===== src/rtl/counter_pkg.sv =====
// Shared types and constants for the multi-channel up/down counter.
package counter_pkg;

    typedef enum logic {
        CNT_WRAP = 1'b0,
        CNT_SAT  = 1'b1
    } cnt_mode_e;

    localparam logic CNT_DOWN = 1'b0;
    localparam logic CNT_UP   = 1'b1;

endpackage


===== src/rtl/counter_chan.sv =====
// One counter channel: count/tc registers with load > enable > hold priority
// and wrap/saturate handling at 0 and at the shared limit.
module counter_chan
    import counter_pkg::*;
#(
    parameter int unsigned WIDTH = 8
) (
    input  logic             clk,
    input  logic             rst,
    input  logic             en,
    input  logic             dir,
    input  cnt_mode_e        mode,
    input  logic             load,
    input  logic [WIDTH-1:0] load_val,
    input  logic [WIDTH-1:0] limit,
    output logic [WIDTH-1:0] count,
    output logic             tc
);

    logic [WIDTH-1:0] count_q, count_d;
    logic             tc_q, tc_d;

    always_comb begin
        count_d = count_q;
        tc_d    = 1'b0;
        if (load) begin
            count_d = (load_val > limit) ? limit : load_val;
        end else if (en) begin
            if (dir == CNT_UP) begin
                // ">= limit" also catches a count left above a freshly lowered limit
                if (count_q < limit) begin
                    count_d = count_q + WIDTH'(1);
                end else begin
                    count_d = (mode == CNT_SAT) ? limit : '0;
                    tc_d    = 1'b1;
                end
            end else begin
                if (count_q != '0) begin
                    count_d = count_q - WIDTH'(1);
                end else begin
                    count_d = (mode == CNT_SAT) ? '0 : limit;
                    tc_d    = 1'b1;
                end
            end
        end
    end

    always_ff @(posedge clk) begin
        if (rst) begin
            count_q <= '0;
            tc_q    <= 1'b0;
        end else begin
            count_q <= count_d;
            tc_q    <= tc_d;
        end
    end

    assign count = count_q;
    assign tc    = tc_q;

endmodule


===== src/rtl/multi_counter.sv =====
// Bank of CHANNELS independent up/down counters sharing clock, reset and limit.
// Per-channel vectors are packed with channel i at bits [i*WIDTH +: WIDTH].
module multi_counter
    import counter_pkg::*;
#(
    parameter int unsigned WIDTH    = 8,
    parameter int unsigned CHANNELS = 4
) (
    input  logic                      clk,
    input  logic                      rst,
    input  logic [CHANNELS-1:0]       en,
    input  logic [CHANNELS-1:0]       dir,
    input  logic [CHANNELS-1:0]       mode,
    input  logic [CHANNELS-1:0]       load,
    input  logic [CHANNELS*WIDTH-1:0] load_val,
    input  logic [WIDTH-1:0]          limit,
    output logic [CHANNELS*WIDTH-1:0] count,
    output logic [CHANNELS-1:0]       tc
);

    if (WIDTH < 2) begin : g_bad_width
        $error("multi_counter: WIDTH must be at least 2");
    end
    if (CHANNELS < 1) begin : g_bad_channels
        $error("multi_counter: CHANNELS must be at least 1");
    end

    for (genvar i = 0; i < CHANNELS; i++) begin : g_chan
        counter_chan #(
            .WIDTH(WIDTH)
        ) u_chan (
            .clk     (clk),
            .rst     (rst),
            .en      (en[i]),
            .dir     (dir[i]),
            .mode    (cnt_mode_e'(mode[i])),
            .load    (load[i]),
            .load_val(load_val[i*WIDTH +: WIDTH]),
            .limit   (limit),
            .count   (count[i*WIDTH +: WIDTH]),
            .tc      (tc[i])
        );
    end

endmodule


===== config.mk =====
export PLATFORM = sky130hd
export DESIGN_NAME = multi_counter
export DESIGN_NICKNAME = d
export VERILOG_FILES = /design/src/rtl/counter_pkg.sv /design/src/rtl/counter_chan.sv /design/src/rtl/multi_counter.sv
export SDC_FILE = /design/constraint.sdc
export NUM_CORES = 1
export LEC_CHECK = 0
export CAP_MARGIN = 20
export CORE_ASPECT_RATIO = 2
export CORE_MARGIN = 2
export CORE_UTILIZATION = 59
export CTS_CLUSTER_SIZE = 12
export DETAILED_ROUTE_END_ITERATION = 6
export HOLD_SLACK_MARGIN = 0.08
export PLACE_DENSITY = 0.87
export SYNTH_ARGS = -nofsm -noshare
export SYNTH_HDL_FRONTEND = slang
export SYNTH_SLANG_ARGS = --single-unit

===== constraint.sdc =====
create_clock -name clk -period 8 [get_ports clk]
set_input_delay 1.6 -clock clk [delete_from_list [all_inputs] [get_ports clk]]
set_output_delay 1.6 -clock clk [all_outputs]
set_load 0.005 [all_outputs]

==> results.tsv <==
metric	value	unit
DRC	0	
Initial DRC Count	784	
leakage power	2.53	nW
sequential cell area fraction in the yosys report	0.137	
Arr. time, crit path	5.13	ns
Final Cycle Share	0.621	
CTS Buffer Depth	2	
Setup Viol. Count Final	0	
most numerous cell in the Yosys netlist	a21oi_1	
WL per Instance	19.9	um
Post-DP HPWL	12900	um
status	complete, no violations	
GRT busiest layer	met2	
Hold/Removal Path Class	flip-flop to flip-flop	
core area	8650	sq um
clk_lat worst skew	0.30	ns
die width	70.8	um
CP endpoint kind	flip-flop	
Yosys reg bits	36	
final std cells w/o fill	879	
worst clock skew	0.00903	ns
Worst VDD drop	0.0956	mV
grt met3 use	0.0402	
die area	9730	sq um
CTS H-Tree Depth	2	
CTS root buf	clkbuf_16	
die height	138	um
Synth top cells by count	80 x a21oi_1, 72 x ha_1, 55 x nor2_1, 50 x o21ai_0, 48 x nand2_1	
post-cts sizing count	0	
Hold Fails Final Rpt	0	
maximum clock frequency	201	MHz
fraction of layout cells with a size suffix above 1	0.0385	
Syn. warnings	0	
CTS buffer count	5	
# clock sinks	36	
final critical-path required period	4.96	ns
CTS Hold Bufs	0	
gr usage total	0.349	
placed cells	869	
clock-pin slew on the worst setup and hold paths	0.07	ns
via count	6144	
synth-to-layout area growth	18.6	%
I/O Pins	94	
CP max FO	15	
Final #Nets	908	
Syn Nets	862	
met2 Use GR	0.609	
IO Port Bufs	93	
area fraction of the dominant cell type after synthesis	0.171	
met1 Use GR	0.388	
Post-Route Setup TNS	0	ns
GRT overflow	0	
Max Cap Violations	0	
Detailed Routing Iterations Pass 1	6	
WS Path Type	primary input to flip-flop	
first-pass GRT wire length	27400	um
RePlAce Congestion	0.974	
Distinct cells, synth	64	
flop-to-flop setup slack	5.03	ns
post-route ant nets	0	
Post-Syn Area per Cell	7.19	sq um
slew at the pin closest to its max-slew limit	1.08	ns
slew margin rel.	0.279	
Async SR Flop Fraction	0	
Primary FF master, synth	dfxtp_1	
vias per cell	6.99	
PwrDens	140	nW/um^2
pin count of the biggest net entering global routing	35	
Mapped Area	5260	sq um
initial antenna violation count	0	
EDFF count, synth	0	
largest area contributor in the netlist	ha_1	
cell count after synthesis	732	
Worst EP required	8.17	ns
ANT cells	0	
Post-Route Utilization	0.721	
fillcell total	719	
vias in the first global route	5775	
CTS tree	done	
RSZ-0062 raised after global routing	no	
Post-CTS Setup Repair Bufs	0	
Row Count	48	
Slew Viols, Final	0	
top post-synthesis cells by area	ha_1 17%, dfxtp_1 14%, a21oi_1 7.6%	
WL final	17500	um
CP Launch Type	primary input	
Initial Utilization	0.608	
==> final cells by class <==
type	instances	area, sq um	share of cell area
flip-flops and latches	36	721	0.116
clock buffers	6	139	0.0223
repair buffers	97	961	0.154
multi-input cells	603	4150	0.666
well taps	100	125	0.0201
inverters	35	131	0.0211
clock inverters	2	10.0	0.00160
==> worst paths after layout <==
check | start | to | cells after the start
hold reg to reg | g_chan[2].u_chan.count[7] | g_chan[2].u_chan.count[7] | 2
setup reg to reg | g_chan[1].u_chan.count[1] | g_chan[1].u_chan.count[5] | 7
setup / recovery | limit[1] | g_chan[1].u_chan.count[5] | 9
hold / removal | g_chan[2].u_chan.count[7] | g_chan[2].u_chan.count[7] | 2
==> flip-flops by register name (all words and copies together), names as in the netlist <==
register / cells
g_chan.u_chan.tc: 4
g_chan.u_chan.count: 32
==> routing by layer <==
layer  share of wire  vias to the layer above
met5               0                        -
met4           0.067                        0
met2            0.50                      409
met1            0.35                     2812
met3           0.080                      106
li1                -                     2817
==> power breakdown <==
part / internal, mW / switching, mW / total [mW]
combinational: 0.193 / 0.222 / 0.416
sequential: 0.197 / 0.0500 / 0.247
clock: 0.123 / 0.0908 / 0.214
==> cells in the final DEF, fill, tap and decap left out, types with 4 or more instances in the layout <==
cell and instances:
nand3_1 31, and3_1 4, a221oi_1 9, o311ai_0 4, nor4_1 6, xor2_1 22, a21o_1 7, nand2_1 48
clkdlybuf4s50_1 93, o21ai_0 50, dfxtp_1 36, nor2b_1 4, mux2_2 7, o22ai_1 10, o31ai_1 10, o211ai_1 8
a31oi_1 10, nand2b_1 10, a211oi_1 7, nor2_1 55, inv_1 34, clkbuf_16 5, o21a_1 6, nor3_1 29
buf_4 4, a311oi_1 4, nor3b_1 4, a2111oi_0 6, a21oi_1 80, nand4_1 11, ha_1 72, xnor2_1 14
mux2i_1 20, or3_1 12
==> stage by stage <==
stage	power, mW	hold slack (ns)	setup WS [ns]	area (sq um)
2_1_floorplan	0.512	0.614	3.96	5260
3_3_place_gp	0.637	0.661	2.76	6070
3_5_place_dp	0.651	0.665	2.89	6080
4_1_cts	0.862	0.675	3.14	6220
5_1_grt	0.922	0.697	2.79	6240
6_report	0.876	0.690	3.04	6240
==> kinds of logic after synthesis <==
group / share of synthesized area
flip-flops: 0.137
multiplexers: 0.0530
AO/OA/AOI/OAI: 0.289
adder cells (fa/ha/maj): 0.171
buffers and inverters: 0.0737
XOR/XNOR: 0.0599
AND/OR/NAND/NOR: 0.216
==> critical path, stage by stage <==
cell             delay, ns
clkdlybuf4s50_1       0.55
clkinv_1              0.48
ha_1                  0.49
a2111oi_0             0.71
o31ai_1               0.36
nor2_1                0.39
nor2_1                0.14
a221oi_1              0.32
o22ai_1               0.10
Power figures use the tool's default switching activity.
